`config.mk`:
```
export PLATFORM = sky130hd
export DESIGN_NAME = rx_cmd_decoder
export DESIGN_NICKNAME = d
export VERILOG_FILES = /design/src/rtl/rx_cmd_decoder.sv
export SDC_FILE = /design/constraint.sdc
export NUM_CORES = 1
export LEC_CHECK = 0
export BUFFER_PORTS_ARGS = -buffer_cell sky130_fd_sc_hd__buf_2
export CORE_ASPECT_RATIO = 1.1
export CORE_MARGIN = 4
export CORE_UTILIZATION = 50
export CTS_CLUSTER_SIZE = 10
export DETAILED_ROUTE_END_ITERATION = 12
export PLACE_DENSITY = 0.76
export SLEW_MARGIN = 5
export SYNTH_ARGS = -nofsm -noshare
export SYNTH_HDL_FRONTEND = slang
export SYNTH_SLANG_ARGS = --single-unit
export TNS_END_PERCENT = 5
```
`constraint.sdc`:
```
create_clock -name CLK -period 2.9 [get_ports CLK]
set_input_delay 0.58 -clock CLK [delete_from_list [all_inputs] [get_ports CLK]]
set_output_delay 0.58 -clock CLK [all_outputs]
set_load 0.05 [all_outputs]
```
`src/rtl/rx_cmd_decoder.sv`:
```
// rx_cmd_decoder
//   Decodes command frames from the UART_RX byte stream into one-cycle register-file
//   write/read strobes and ALU-start strobes. Same clock domain as UART_RX, no backpressure.
//
//   Frames (first byte is the opcode):
//     0xAA addr data    -> wr_en  with addr / wr_data
//     0xBB addr         -> rd_en  with addr
//     0xCC A B fun      -> wr_en addr=0 data=A, wr_en addr=1 data=B, alu_en with alu_fun
//     0xDD fun          -> alu_en with alu_fun
//   Any other opcode gives a one-cycle cmd_err pulse.
//
//   Ports:
//     CLK        in   system clock, rising edge
//     RST        in   asynchronous active-low reset
//     rx_p_data  in   received byte
//     rx_d_valid in   byte valid, one byte per high cycle
//     wr_en      out  register write strobe
//     rd_en      out  register read strobe
//     addr       out  write/read address, held between strobes
//     wr_data    out  write data, held between strobes
//     alu_en     out  ALU start strobe
//     alu_fun    out  ALU function, held between strobes
//     cmd_err    out  bad opcode or frame timeout pulse
//
//   Optional feature: define RX_CMD_TIMEOUT_EN to abort a frame after TIMEOUT_CYCLES
//   consecutive idle cycles mid-frame. Without it the FSM waits indefinitely.
module rx_cmd_decoder #(
  parameter int unsigned WIDTH          = 8,
  parameter int unsigned ADDR_WIDTH     = 4,
  parameter int unsigned FUN_WIDTH      = 4,
  parameter int unsigned TIMEOUT_WIDTH  = 16,
  parameter int unsigned TIMEOUT_CYCLES = 5000
) (
  input  logic                  CLK,
  input  logic                  RST,
  input  logic [WIDTH-1:0]      rx_p_data,
  input  logic                  rx_d_valid,
  output logic                  wr_en,
  output logic                  rd_en,
  output logic [ADDR_WIDTH-1:0] addr,
  output logic [WIDTH-1:0]      wr_data,
  output logic                  alu_en,
  output logic [FUN_WIDTH-1:0]  alu_fun,
  output logic                  cmd_err
);

  localparam logic [WIDTH-1:0] OpWrite  = WIDTH'(8'hAA);
  localparam logic [WIDTH-1:0] OpRead   = WIDTH'(8'hBB);
  localparam logic [WIDTH-1:0] OpAluOps = WIDTH'(8'hCC);
  localparam logic [WIDTH-1:0] OpAluFun = WIDTH'(8'hDD);

  typedef enum logic [2:0] {
    StIdle,
    StWrAddr,
    StWrData,
    StRdAddr,
    StAluA,
    StAluB,
    StAluFun
  } state_e;

  state_e                r_state,    w_state_d;
  logic                  r_wr_en,    w_wr_en_d;
  logic                  r_rd_en,    w_rd_en_d;
  logic                  r_alu_en,   w_alu_en_d;
  logic                  r_cmd_err,  w_cmd_err_d;
  logic [ADDR_WIDTH-1:0] r_addr,     w_addr_d;
  logic [ADDR_WIDTH-1:0] r_cap_addr, w_cap_addr_d;
  logic [WIDTH-1:0]      r_wr_data,  w_wr_data_d;
  logic [FUN_WIDTH-1:0]  r_alu_fun,  w_alu_fun_d;
  logic                  w_tmo_expire;

`ifdef RX_CMD_TIMEOUT_EN
  localparam logic [TIMEOUT_WIDTH-1:0] TmoLast = TIMEOUT_WIDTH'(TIMEOUT_CYCLES - 1);

  logic [TIMEOUT_WIDTH-1:0] r_tmo_cnt, w_tmo_cnt_d;

  // The counter holds the number of idle cycles already seen, so expiry fires on the
  // TIMEOUT_CYCLES-th idle cycle; a byte arriving in that cycle wins over the timeout.
  always_comb begin
    w_tmo_expire = (r_state != StIdle) && !rx_d_valid && (r_tmo_cnt == TmoLast);
    w_tmo_cnt_d  = r_tmo_cnt;
    if (rx_d_valid || (r_state == StIdle)) begin
      w_tmo_cnt_d = '0;
    end else if (r_tmo_cnt != '1) begin
      w_tmo_cnt_d = r_tmo_cnt + 1'b1;
    end
  end

  always_ff @(posedge CLK or negedge RST) begin
    if (!RST) begin
      r_tmo_cnt <= '0;
    end else begin
      r_tmo_cnt <= w_tmo_cnt_d;
    end
  end
`else
  assign w_tmo_expire = 1'b0;
`endif

  always_comb begin
    w_state_d    = r_state;
    w_wr_en_d    = 1'b0;
    w_rd_en_d    = 1'b0;
    w_alu_en_d   = 1'b0;
    w_cmd_err_d  = 1'b0;
    w_addr_d     = r_addr;
    w_cap_addr_d = r_cap_addr;
    w_wr_data_d  = r_wr_data;
    w_alu_fun_d  = r_alu_fun;

    if (rx_d_valid) begin
      unique case (r_state)
        StIdle: begin
          if (rx_p_data == OpWrite) begin
            w_state_d = StWrAddr;
          end else if (rx_p_data == OpRead) begin
            w_state_d = StRdAddr;
          end else if (rx_p_data == OpAluOps) begin
            w_state_d = StAluA;
          end else if (rx_p_data == OpAluFun) begin
            w_state_d = StAluFun;
          end else begin
            w_cmd_err_d = 1'b1;
          end
        end
        StWrAddr: begin
          // Address is held internally so addr only changes when wr_en fires.
          w_cap_addr_d = rx_p_data[ADDR_WIDTH-1:0];
          w_state_d    = StWrData;
        end
        StWrData: begin
          w_wr_en_d   = 1'b1;
          w_addr_d    = r_cap_addr;
          w_wr_data_d = rx_p_data;
          w_state_d   = StIdle;
        end
        StRdAddr: begin
          w_rd_en_d = 1'b1;
          w_addr_d  = rx_p_data[ADDR_WIDTH-1:0];
          w_state_d = StIdle;
        end
        StAluA: begin
          w_wr_en_d   = 1'b1;
          w_addr_d    = ADDR_WIDTH'(0);
          w_wr_data_d = rx_p_data;
          w_state_d   = StAluB;
        end
        StAluB: begin
          w_wr_en_d   = 1'b1;
          w_addr_d    = ADDR_WIDTH'(1);
          w_wr_data_d = rx_p_data;
          w_state_d   = StAluFun;
        end
        StAluFun: begin
          w_alu_en_d  = 1'b1;
          w_alu_fun_d = rx_p_data[FUN_WIDTH-1:0];
          w_state_d   = StIdle;
        end
        default: w_state_d = StIdle;
      endcase
    end else if (w_tmo_expire) begin
      w_state_d   = StIdle;
      w_cmd_err_d = 1'b1;
    end
  end

  always_ff @(posedge CLK or negedge RST) begin
    if (!RST) begin
      r_state    <= StIdle;
      r_wr_en    <= 1'b0;
      r_rd_en    <= 1'b0;
      r_alu_en   <= 1'b0;
      r_cmd_err  <= 1'b0;
      r_addr     <= '0;
      r_cap_addr <= '0;
      r_wr_data  <= '0;
      r_alu_fun  <= '0;
    end else begin
      r_state    <= w_state_d;
      r_wr_en    <= w_wr_en_d;
      r_rd_en    <= w_rd_en_d;
      r_alu_en   <= w_alu_en_d;
      r_cmd_err  <= w_cmd_err_d;
      r_addr     <= w_addr_d;
      r_cap_addr <= w_cap_addr_d;
      r_wr_data  <= w_wr_data_d;
      r_alu_fun  <= w_alu_fun_d;
    end
  end

  assign wr_en   = r_wr_en;
  assign rd_en   = r_rd_en;
  assign alu_en  = r_alu_en;
  assign cmd_err = r_cmd_err;
  assign addr    = r_addr;
  assign wr_data = r_wr_data;
  assign alu_fun = r_alu_fun;

endmodule

```
==> reports/metrics.cfg <==
[run_status]
status=finished clean

[yosys]
synth_seq_cells=27
ys.flop_type=dfrtp_1
synthesis.area_um2=1260
synth_cells=97
ys_warn_count=0
syn_nets=108
syn_avg_cell_area_um2=13.0
async_flop_share_pct=100
synth_seq_area_share_pct=53.7
yosysUniqueCellTypes=32
synth_edf_count=0

[job]
drv_cap=0

[global_route]
grt_overflow=0
track_usage_pct=16.4
grt_start_max_net_pins=28
grt_pass1_wl_um=4240
antenna_found_initial=0
grt_pass1_vias=922

[drt]
routed_via_density=5.48
vias=861
wire_per_inst_um=16.3
antenna_left=0
drtIter0Drc=5
drt_pass1_iterations=4
drc=0
totalWireLength_um=2560

[timing]
relSlewSlack_pct=60.1
final_hold_viol_count=0
fin_crit_sh_pct=58.6
timing.setup.tns_ns=0
worstMarginPinSlew_ns=0.598
slew_viol_final=0
rsz0062_at_grt=false
clock.fmax_mhz=588
fin_skew_ns=0.00364
layout_min_cycle_time_ns=1.70
final-setup-viol-count=0

[layout]
n_fill_cell=206
multiInputGateArea_um2=543
fin_nets=139
syn_to_final_growth_pct=15.0
drive_gt1_share_pct=48.0
seq_area_um2=676
num_antenna_cells=0
layoutNonFillerInstCount=157

[min_path]
hold_path.class=in2async

[setup_path]
crit_slowest_cell=dfrtp_1
r2r_slack_ns=1.20
cp_data_required_time_ns=3.12
crit_path_max_incr_delay_ns=0.56
cp_cell_sequence=nor2b_2 > a22oi_4 > mux2_2
crit_path_max_fanout=11
crit_type=reg2reg
path_delay_family=flip-flops
path_buf_inv=0
endpoint_kind=flop
cp_data_arrival_time_ns=1.92
worst_setup_path_start_kind=flop

[floorplan]
rows=18
dieHeight_um=60.6
core_area_um2=2320
die_w_um=55.8
start_util_pct=54.3
dieArea_um2=3390
ioPinCount=31

[clock_network]
clock-sinks=27
cts_resized=0
cts_buffers=3
htree_levels=1
cts_tree=done
cts_buffer_depth=2
clockRootBuffer=clkbuf_4
post_cts_buffers=0
clk_pin_slew_ns=0.14
cts_hold_buf=0
clkLatencyLatePin_ns=0.32

[place]
dp_hpwl_um=1940
dp_cells=153
gp_congestion=0.808
port_buffers=30

[power]
p_per_area_nw_per_um2=1020
leakage_nw=0.732
peakVddDrop_mv=0.683

-- kinds of logic (layout without fill, tap and decap cells) --
family	Yosys count	after routing	synth area share [%]
XOR/XNOR	1	1	0.696
AO/OA/AOI/OAI	14	14	10.7
flip-flops	27	27	53.7
AND/OR/NAND/NOR	28	28	14.7
buffers and inverters	8	38	3.18
multiplexers	19	19	17.0
-- power breakdown --
part | total [mW] | switching (mW) | leakage (nW) | internal [mW]
Clock | 0.160 | 0.106 | 0.0150 | 0.0538
Combinational | 0.726 | 0.494 | 0.374 | 0.232
Sequential | 0.592 | 0.0865 | 0.343 | 0.505
-- routing by layer --
| metal | share of wire [%] | vias to the layer above | global-route usage [%] | wire [um] |
|---|---|---|---|---|
| met2 | 51 | 25 | 29.4 | 1300 |
| met5 | 0 | - | 0 | 0 |
| li1 | - | 414 | - | - |
| met1 | 43 | 416 | 19.4 | 1090 |
| met4 | 2.0 | 0 | 7.80 | 51 |
| met3 | 4.6 | 6 | 3.40 | 117 |
-- flip-flops by register name (all words and copies together) (netlist names) --
signal	flops
alu_en	1
wr_en	1
r_state	3
r_cap_addr	4
wr_data	8
alu_fun	4
rd_en	1
addr	4
cmd_err	1
-- layout make-up --
| cell class | instances | area share, % |
|---|---|---|
| clock buffer | 4 | 1.82 |
| timing repair buffer | 30 | 10.4 |
| inverter | 4 | 1.04 |
| multi-input combinational | 62 | 37.5 |
| sequential | 27 | 46.7 |
| tap | 30 | 2.59 |
-- worst paths after layout --
kind	start	to	cells after the start
min in group CLK	r_cap_addr[0]	r_cap_addr[0]	1
min reg2reg	r_cap_addr[0]	r_cap_addr[0]	1
max in group asynchronous	RST	wr_data[3]	1
max	r_state[2]	wr_data[6]	3
min	RST	wr_data[7]	1
max reg2reg	r_state[2]	wr_data[6]	3
-- layout by cell type, fill, tap and decap left out, types with 2 or more instances in the layout --
master	instances
buf_2	30
dfrtp_1	27
mux2_2	19
nand2_1	7
nand2b_1	5
inv_1	4
o22ai_1	4
nor2_1	3
clkbuf_4	3
nor2b_2	2
-- synth_stat cells (2+ instances only) --
master / instances / share of area [%]
nand2b_1: 5 / 2.5
buf_2: 2 / 0.80
inv_1: 4 / 1.2
buf_4: 2 / 1.2
dfrtp_1: 27 / 54
o22ai_1: 4 / 2.0
nor2_1: 3 / 0.89
mux2_2: 19 / 17
nand2_1: 7 / 2.1
nor2b_2: 2 / 1.4
-- through the flow --
| stage | power [mW] | util [%] | instance area (um2) | worst slack (ns) | hold WS [ns] |
|---|---|---|---|---|---|
| 2_1_floorplan | 1.17 | - | 1260 | 1.30 | 0.284 |
| 3_3_place_gp | 1.31 | 61.3 | 1420 | 1.19 | 0.484 |
| 3_5_place_dp | 1.33 | 61.3 | 1420 | 1.13 | 0.488 |
| 4_1_cts | 1.49 | 62.4 | 1450 | 1.19 | 0.262 |
| 5_1_grt | 1.56 | 62.4 | 1450 | 1.15 | 0.276 |
| 6_report | 1.48 | 62.4 | 1450 | 1.20 | 0.244 |
Power figures use the tool's default switching activity.
